<file path="config.mk">
export PLATFORM = sky130hd
export DESIGN_NAME = adc_channel_averager
export DESIGN_NICKNAME = d
export VERILOG_FILES = /design/src/rtl/adc_channel_averager.sv
export SDC_FILE = /design/constraint.sdc
export NUM_CORES = 1
export LEC_CHECK = 0
export CAP_MARGIN = 5
export CORE_ASPECT_RATIO = 2
export CORE_MARGIN = 5
export CORE_UTILIZATION = 35
export DETAILED_ROUTE_END_ITERATION = 12
export GPL_TIMING_DRIVEN = 0
export PLACE_DENSITY = 0.63
export REMOVE_ABC_BUFFERS = 1
export SETUP_SLACK_MARGIN = 0.02
export SYNTH_ARGS = -nofsm -noshare
export SYNTH_HDL_FRONTEND = slang
export SYNTH_SLANG_ARGS = --single-unit
</file>
<file path="constraint.sdc">
create_clock -name CLOCK -period 13 [get_ports CLOCK]
set_input_delay 2.6 -clock CLOCK [delete_from_list [all_inputs] [get_ports CLOCK]]
set_output_delay 2.6 -clock CLOCK [all_outputs]
set_load 0.01 [all_outputs]
</file>
<file path="src/rtl/adc_channel_averager.sv">
// Boxcar averager for eight 12-bit ADC channels: coherent snapshot on a periodic tick,
// serial accumulation over 2**LOG2_AVG ticks, publish with valid strobe and hysteresis alarms.
module adc_channel_averager #(
    parameter int TICK_DIV = 16,
    parameter int LOG2_AVG = 2,
    parameter int HI_THR   = 3000,
    parameter int LO_THR   = 1000
) (
    input  logic        CLOCK,
    input  logic        RESET,
    input  logic        ENABLE,
    input  logic [11:0] CH0,
    input  logic [11:0] CH1,
    input  logic [11:0] CH2,
    input  logic [11:0] CH3,
    input  logic [11:0] CH4,
    input  logic [11:0] CH5,
    input  logic [11:0] CH6,
    input  logic [11:0] CH7,
    output logic [11:0] AVG0,
    output logic [11:0] AVG1,
    output logic [11:0] AVG2,
    output logic [11:0] AVG3,
    output logic [11:0] AVG4,
    output logic [11:0] AVG5,
    output logic [11:0] AVG6,
    output logic [11:0] AVG7,
    output logic        AVG_VALID,
    output logic [7:0]  ALARM,
    output logic        BUSY
);

    localparam int TCW   = (TICK_DIV > 1) ? $clog2(TICK_DIV) : 1;
    localparam int ACC_W = 12 + LOG2_AVG;
    localparam int CNT_W = LOG2_AVG + 1;

    localparam logic [TCW-1:0]   TICK_LAST = TCW'(TICK_DIV - 1);
    localparam logic [CNT_W-1:0] WINDOW    = CNT_W'(2 ** LOG2_AVG);
    localparam logic [11:0]      HI_LVL    = 12'(HI_THR);
    localparam logic [11:0]      LO_LVL    = 12'(LO_THR);

    typedef enum logic [1:0] {
        IDLE    = 2'd0,
        SCAN    = 2'd1,
        PUBLISH = 2'd2
    } state_t;

    state_t            state_reg, state_next;
    logic [TCW-1:0]    tick_cnt_reg;
    logic [2:0]        idx_reg;
    logic [CNT_W-1:0]  count_reg;
    logic [CNT_W-1:0]  count_inc;
    logic              tick;
    logic              start_scan;
    logic              last_scan;
    logic              valid_reg;

    logic [11:0]       ch       [8];
    logic [11:0]       snap_reg [8];
    logic [ACC_W-1:0]  acc_reg  [8];
    logic [11:0]       avg_next [8];
    logic [11:0]       avg_reg  [8];
    logic [7:0]        alarm_reg;

    assign ch[0] = CH0;
    assign ch[1] = CH1;
    assign ch[2] = CH2;
    assign ch[3] = CH3;
    assign ch[4] = CH4;
    assign ch[5] = CH5;
    assign ch[6] = CH6;
    assign ch[7] = CH7;

    assign AVG0 = avg_reg[0];
    assign AVG1 = avg_reg[1];
    assign AVG2 = avg_reg[2];
    assign AVG3 = avg_reg[3];
    assign AVG4 = avg_reg[4];
    assign AVG5 = avg_reg[5];
    assign AVG6 = avg_reg[6];
    assign AVG7 = avg_reg[7];

    assign AVG_VALID = valid_reg;
    assign ALARM     = alarm_reg;
    assign BUSY      = (state_reg != IDLE);

    assign tick       = (tick_cnt_reg == TICK_LAST) && ENABLE;
    assign start_scan = (state_reg == IDLE) && tick;
    assign last_scan  = (state_reg == SCAN) && (idx_reg == 3'd7);
    assign count_inc  = count_reg + CNT_W'(1);

    // Tick generator parks at zero while disabled so the next tick is a full period away.
    always_ff @(posedge CLOCK or posedge RESET) begin
        if (RESET) begin
            tick_cnt_reg <= '0;
        end else if (!ENABLE || tick_cnt_reg == TICK_LAST) begin
            tick_cnt_reg <= '0;
        end else begin
            tick_cnt_reg <= tick_cnt_reg + TCW'(1);
        end
    end

    always_ff @(posedge CLOCK or posedge RESET) begin
        if (RESET) begin
            state_reg <= IDLE;
        end else begin
            state_reg <= state_next;
        end
    end

    always_comb begin
        state_next = state_reg;
        case (state_reg)
            IDLE:    if (tick) state_next = SCAN;
            SCAN:    if (idx_reg == 3'd7) state_next = (count_inc == WINDOW) ? PUBLISH : IDLE;
            PUBLISH: state_next = IDLE;
            default: state_next = IDLE;
        endcase
    end

    always_ff @(posedge CLOCK or posedge RESET) begin
        if (RESET) begin
            idx_reg   <= '0;
            count_reg <= '0;
            valid_reg <= 1'b0;
        end else begin
            idx_reg   <= (state_reg == SCAN) ? idx_reg + 3'd1 : 3'd0;
            valid_reg <= (state_reg == PUBLISH);
            if (state_reg == PUBLISH) begin
                count_reg <= '0;
            end else if (last_scan) begin
                count_reg <= count_inc;
            end
        end
    end

    genvar gi;
    generate
        for (gi = 0; gi < 8; gi++) begin : g_chan
            assign avg_next[gi] = acc_reg[gi][ACC_W-1:LOG2_AVG];

            // One channel per SCAN cycle, always from the coherent snapshot.
            always_ff @(posedge CLOCK or posedge RESET) begin
                if (RESET) begin
                    snap_reg[gi] <= '0;
                    acc_reg[gi]  <= '0;
                end else begin
                    if (start_scan) begin
                        snap_reg[gi] <= ch[gi];
                    end
                    if (state_reg == PUBLISH) begin
                        acc_reg[gi] <= '0;
                    end else if (state_reg == SCAN && idx_reg == 3'(gi)) begin
                        acc_reg[gi] <= acc_reg[gi] + ACC_W'(snap_reg[gi]);
                    end
                end
            end

            always_ff @(posedge CLOCK or posedge RESET) begin
                if (RESET) begin
                    avg_reg[gi]   <= '0;
                    alarm_reg[gi] <= 1'b0;
                end else if (state_reg == PUBLISH) begin
                    avg_reg[gi] <= avg_next[gi];
                    if (avg_next[gi] >= HI_LVL) begin
                        alarm_reg[gi] <= 1'b1;
                    end else if (avg_next[gi] <= LO_LVL) begin
                        alarm_reg[gi] <= 1'b0;
                    end
                end
            end
        end
    endgenerate

endmodule
</file>
==> results.json <==
{
  "drc_errors": 0,
  "grt_use_met2_pct": 26.5,
  "fin_cells": 2599,
  "grt_pass1_wl_mm": 70.6,
  "ant_nets": 0,
  "synth_cell_types": 63,
  "grt_pass1_vias": 13500,
  "layout_commonest_cell": "nand2_1",
  "ys_seq_area_share_pct": 47.4,
  "crit_family": "buffers and inverters",
  "internal-power_mw": 1.72,
  "gp_congestion": 0.809,
  "via_count": 13400,
  "initialDrtViolationCount": 695,
  "endpoint_kind": "primary output",
  "final_cell_mix": "nand2_1, dfrtp_1, clkdlybuf4s50_1",
  "worst-setup-path-type": "flop to primary output",
  "dieArea_mm2": 0.0539,
  "cp.arrival_ns": 1.82,
  "grtUsageMet3_pct": 3.53,
  "ir_drop_v": 0.0000781,
  "pwr-share-comb_pct": 10.0,
  "cp_cell_sequence": "or2_1 -> clkdlybuf4s50_1",
  "cts_setup_buffers": 0,
  "vias_per_cell": 5.16,
  "crit_required_ns": 10.40,
  "syn_area_per_cell_um2": 9.82,
  "grt_usage_pct": 15.6,
  "grt_antenna_before_repair": 4,
  "synth_edf_count": 0,
  "clk_path_buf_depth": 3,
  "hold_slack_ns": 0.470,
  "max_stage_delay_ns": 0.59,
  "skew_ns": 0.0168,
  "hold_path_class": "flop to flop",
  "grtUsageMet1_pct": 20.3,
  "dp_cells": 2539,
  "slew_viol_final": 0,
  "busiest_layer": "met2",
  "net-switching-power_mw": 0.568,
  "port_buffers": 204,
  "outcome": "finished, final reports clean",
  "numCtsBuffers": 34,
  "crit_slowest_cell": "clkdlybuf4s50_1",
  "initial_core_util_pct": 35.1,
  "cts_tree": "built",
  "rsz0062_at_grt": "no",
  "fp.dieW_um": 167,
  "ys_seq_elements": 325,
  "largest_register_ffs": 112,
  "coreArea_mm2": 0.0489,
  "fmax_ghz": 0.226,
  "period_needed_ns": 4.42,
  "cts_resized": 0,
  "ys_warn_count": 0,
  "netlist_area_mm2": 0.0172,
  "p_leak_nw": 10.2,
  "clkTransAtPathRegs_ns": 0.07,
  "seq_power_share_pct": 47.0,
  "syn2layout_area_growth_pct": 22.8,
  "worstMarginPinSlew_ns": 1.04,
  "cts-root-buf": "clkbuf_16",
  "num_rows": 115,
  "layout.nets": 2144,
  "post-route-period-util_pct": 34.0,
  "gr-total-overflow": 0,
  "fp.dieH_um": 323,
  "drtPass1Iterations": 5,
  "power.share.clock_pct": 43.0,
  "p_total_mw": 2.29,
  "synthArstFlopShare_pct": 100,
  "htreeDepth": 2,
  "cp_max_fo": 9,
  "hold_viol_final": 0,
  "drive_above_1_share_pct": 9.05,
  "drt-total-wl_mm": 42.8,
  "max_slew_margin_pct": 30.6,
  "synth_ff_type": "dfrtp_1",
  "num-fill-cells": 4699,
  "clkLatencyLatePin_ns": 0.53,
  "crit_buf_inv": 1,
  "start_kind": "flop",
  "io_pins": 205,
  "hpwl_mm": 29.3,
  "grt_max_degree": 102,
  "netlist_instances": 1749,
  "postCtsHoldBufs": 0,
  "cts_sinks": 325,
  "final.setup.tns_ns": 0,
  "setup_viol": 0,
  "cap_violations": 0,
  "avgRoutedWirePerCell_um": 16.5,
  "switching_share_pct": 24.8,
  "powerDensity_mw_per_mm2": 109
}
per-layer routing:
| metal | share of wire, % | vias up |
|---|---|---|
| li1 | - | 6553 |
| met1 | 45 | 6513 |
| met2 | 47 | 285 |
| met3 | 5.6 | 51 |
| met4 | 2.0 | 6 |
| met5 | 0.079 | - |
worst register-to-register path: stages (launching register included):
cell and delay [ns]:
dfrtp_1 0.51, nand2b_4 0.57, buf_16 0.33, buf_16 0.26, clkinv_4 0.71, nand2_1 0.43, o21ai_0 0.16, nand4_1 0.11
o211ai_1 0.09
Yosys cell counts (all sizes together), types with 5 or more instances:
master / count / share of area [%]
nand2: 359 / 7.8
nor2b: 20 / 0.73
a21o: 32 / 1.4
fa: 8 / 0.93
o21ai: 137 / 4.0
ha: 105 / 7.6
xnor2: 23 / 1.2
xor2: 29 / 1.5
o211ai: 12 / 0.52
and3: 13 / 0.47
o21a: 23 / 1.0
nand3: 117 / 3.4
a31oi: 20 / 0.73
nand2b: 11 / 0.40
a31o: 5 / 0.25
buf: 23 / 0.77
mux2i: 15 / 0.87
o31a: 11 / 0.56
o21bai: 5 / 0.22
o2111ai: 13 / 0.66
o31ai: 16 / 0.70
inv: 63 / 1.4
nor2: 47 / 1.0
dfrtp: 325 / 47
nor3: 26 / 0.76
nand4: 14 / 0.51
or3: 13 / 0.47
mux2: 97 / 7.0
a21boi: 7 / 0.31
clkbuf: 42 / 0.92
a211oi: 13 / 0.57
a21oi: 60 / 1.7
final cells by class:
| cell class | count | area [um^2] | share of cell area (%) |
|---|---|---|---|
| tap | 643 | 805 | 3.82 |
| antenna | 1 | 2.50 | 0.0119 |
| inverter | 64 | 253 | 1.20 |
| multi-input combinational | 1295 | 8520 | 40.4 |
| clock buffer | 43 | 956 | 4.53 |
| timing repair buffer | 212 | 2260 | 10.7 |
| clock inverter | 16 | 150 | 0.712 |
| sequential | 325 | 8130 | 38.6 |
cell families (layout without fill, tap and decap cells):
kind of cell / Yosys count / in the layout / synth area share, %
xor+xnor: 52 / 52 / 2.65
simple gates: 641 / 641 / 16.5
fa+ha+maj: 113 / 113 / 8.58
flops: 325 / 325 / 47.4
buf+inv: 129 / 335 / 3.09
mux: 112 / 112 / 7.87
other cells: 0 / 1 / 0
compound gates: 377 / 377 / 13.9
power by group through the flow:
stage | sequential [mW] | clock [mW] | combinational, mW
floorplan | 1.08 | 0 | 0.163
global placement | 1.10 | 0 | 0.221
detailed placement | 1.10 | 0 | 0.230
CTS | 1.08 | 1.03 | 0.232
global route | 1.08 | 1.06 | 0.260
finish | 1.08 | 0.985 | 0.229
path summary, 6_finish.rpt:
check	endpoint	slack [ns]	cells after the start	startpoint
setup / recovery	BUSY	8.58	2	state_reg[1]
hold reg to reg	AVG5[1]	0.47	2	AVG5[1]
hold / removal	AVG5[1]	0.47	2	AVG5[1]
min in group asynchronous	AVG6[8]	2.48	2	RESET
setup reg to reg	ALARM[1]	9.71	8	state_reg[0]
max in group asynchronous	snap_reg[48]	8.86	5	RESET
through the flow:
| step | util, % | area (um^2) | setup slack [ns] |
|---|---|---|---|
| 6_report | 43.1 | 21100 | 8.58 |
| 5_1_grt | 43.1 | 21100 | 8.48 |
| 4_1_cts | 43.1 | 21100 | 8.53 |
| 3_5_place_dp | 40.8 | 20000 | 8.17 |
| 3_3_place_gp | 40.3 | 19700 | -3.27 |
| 2_1_floorplan | - | 16900 | 1.40 |
Note: power is estimated with default switching activity, not from simulation.
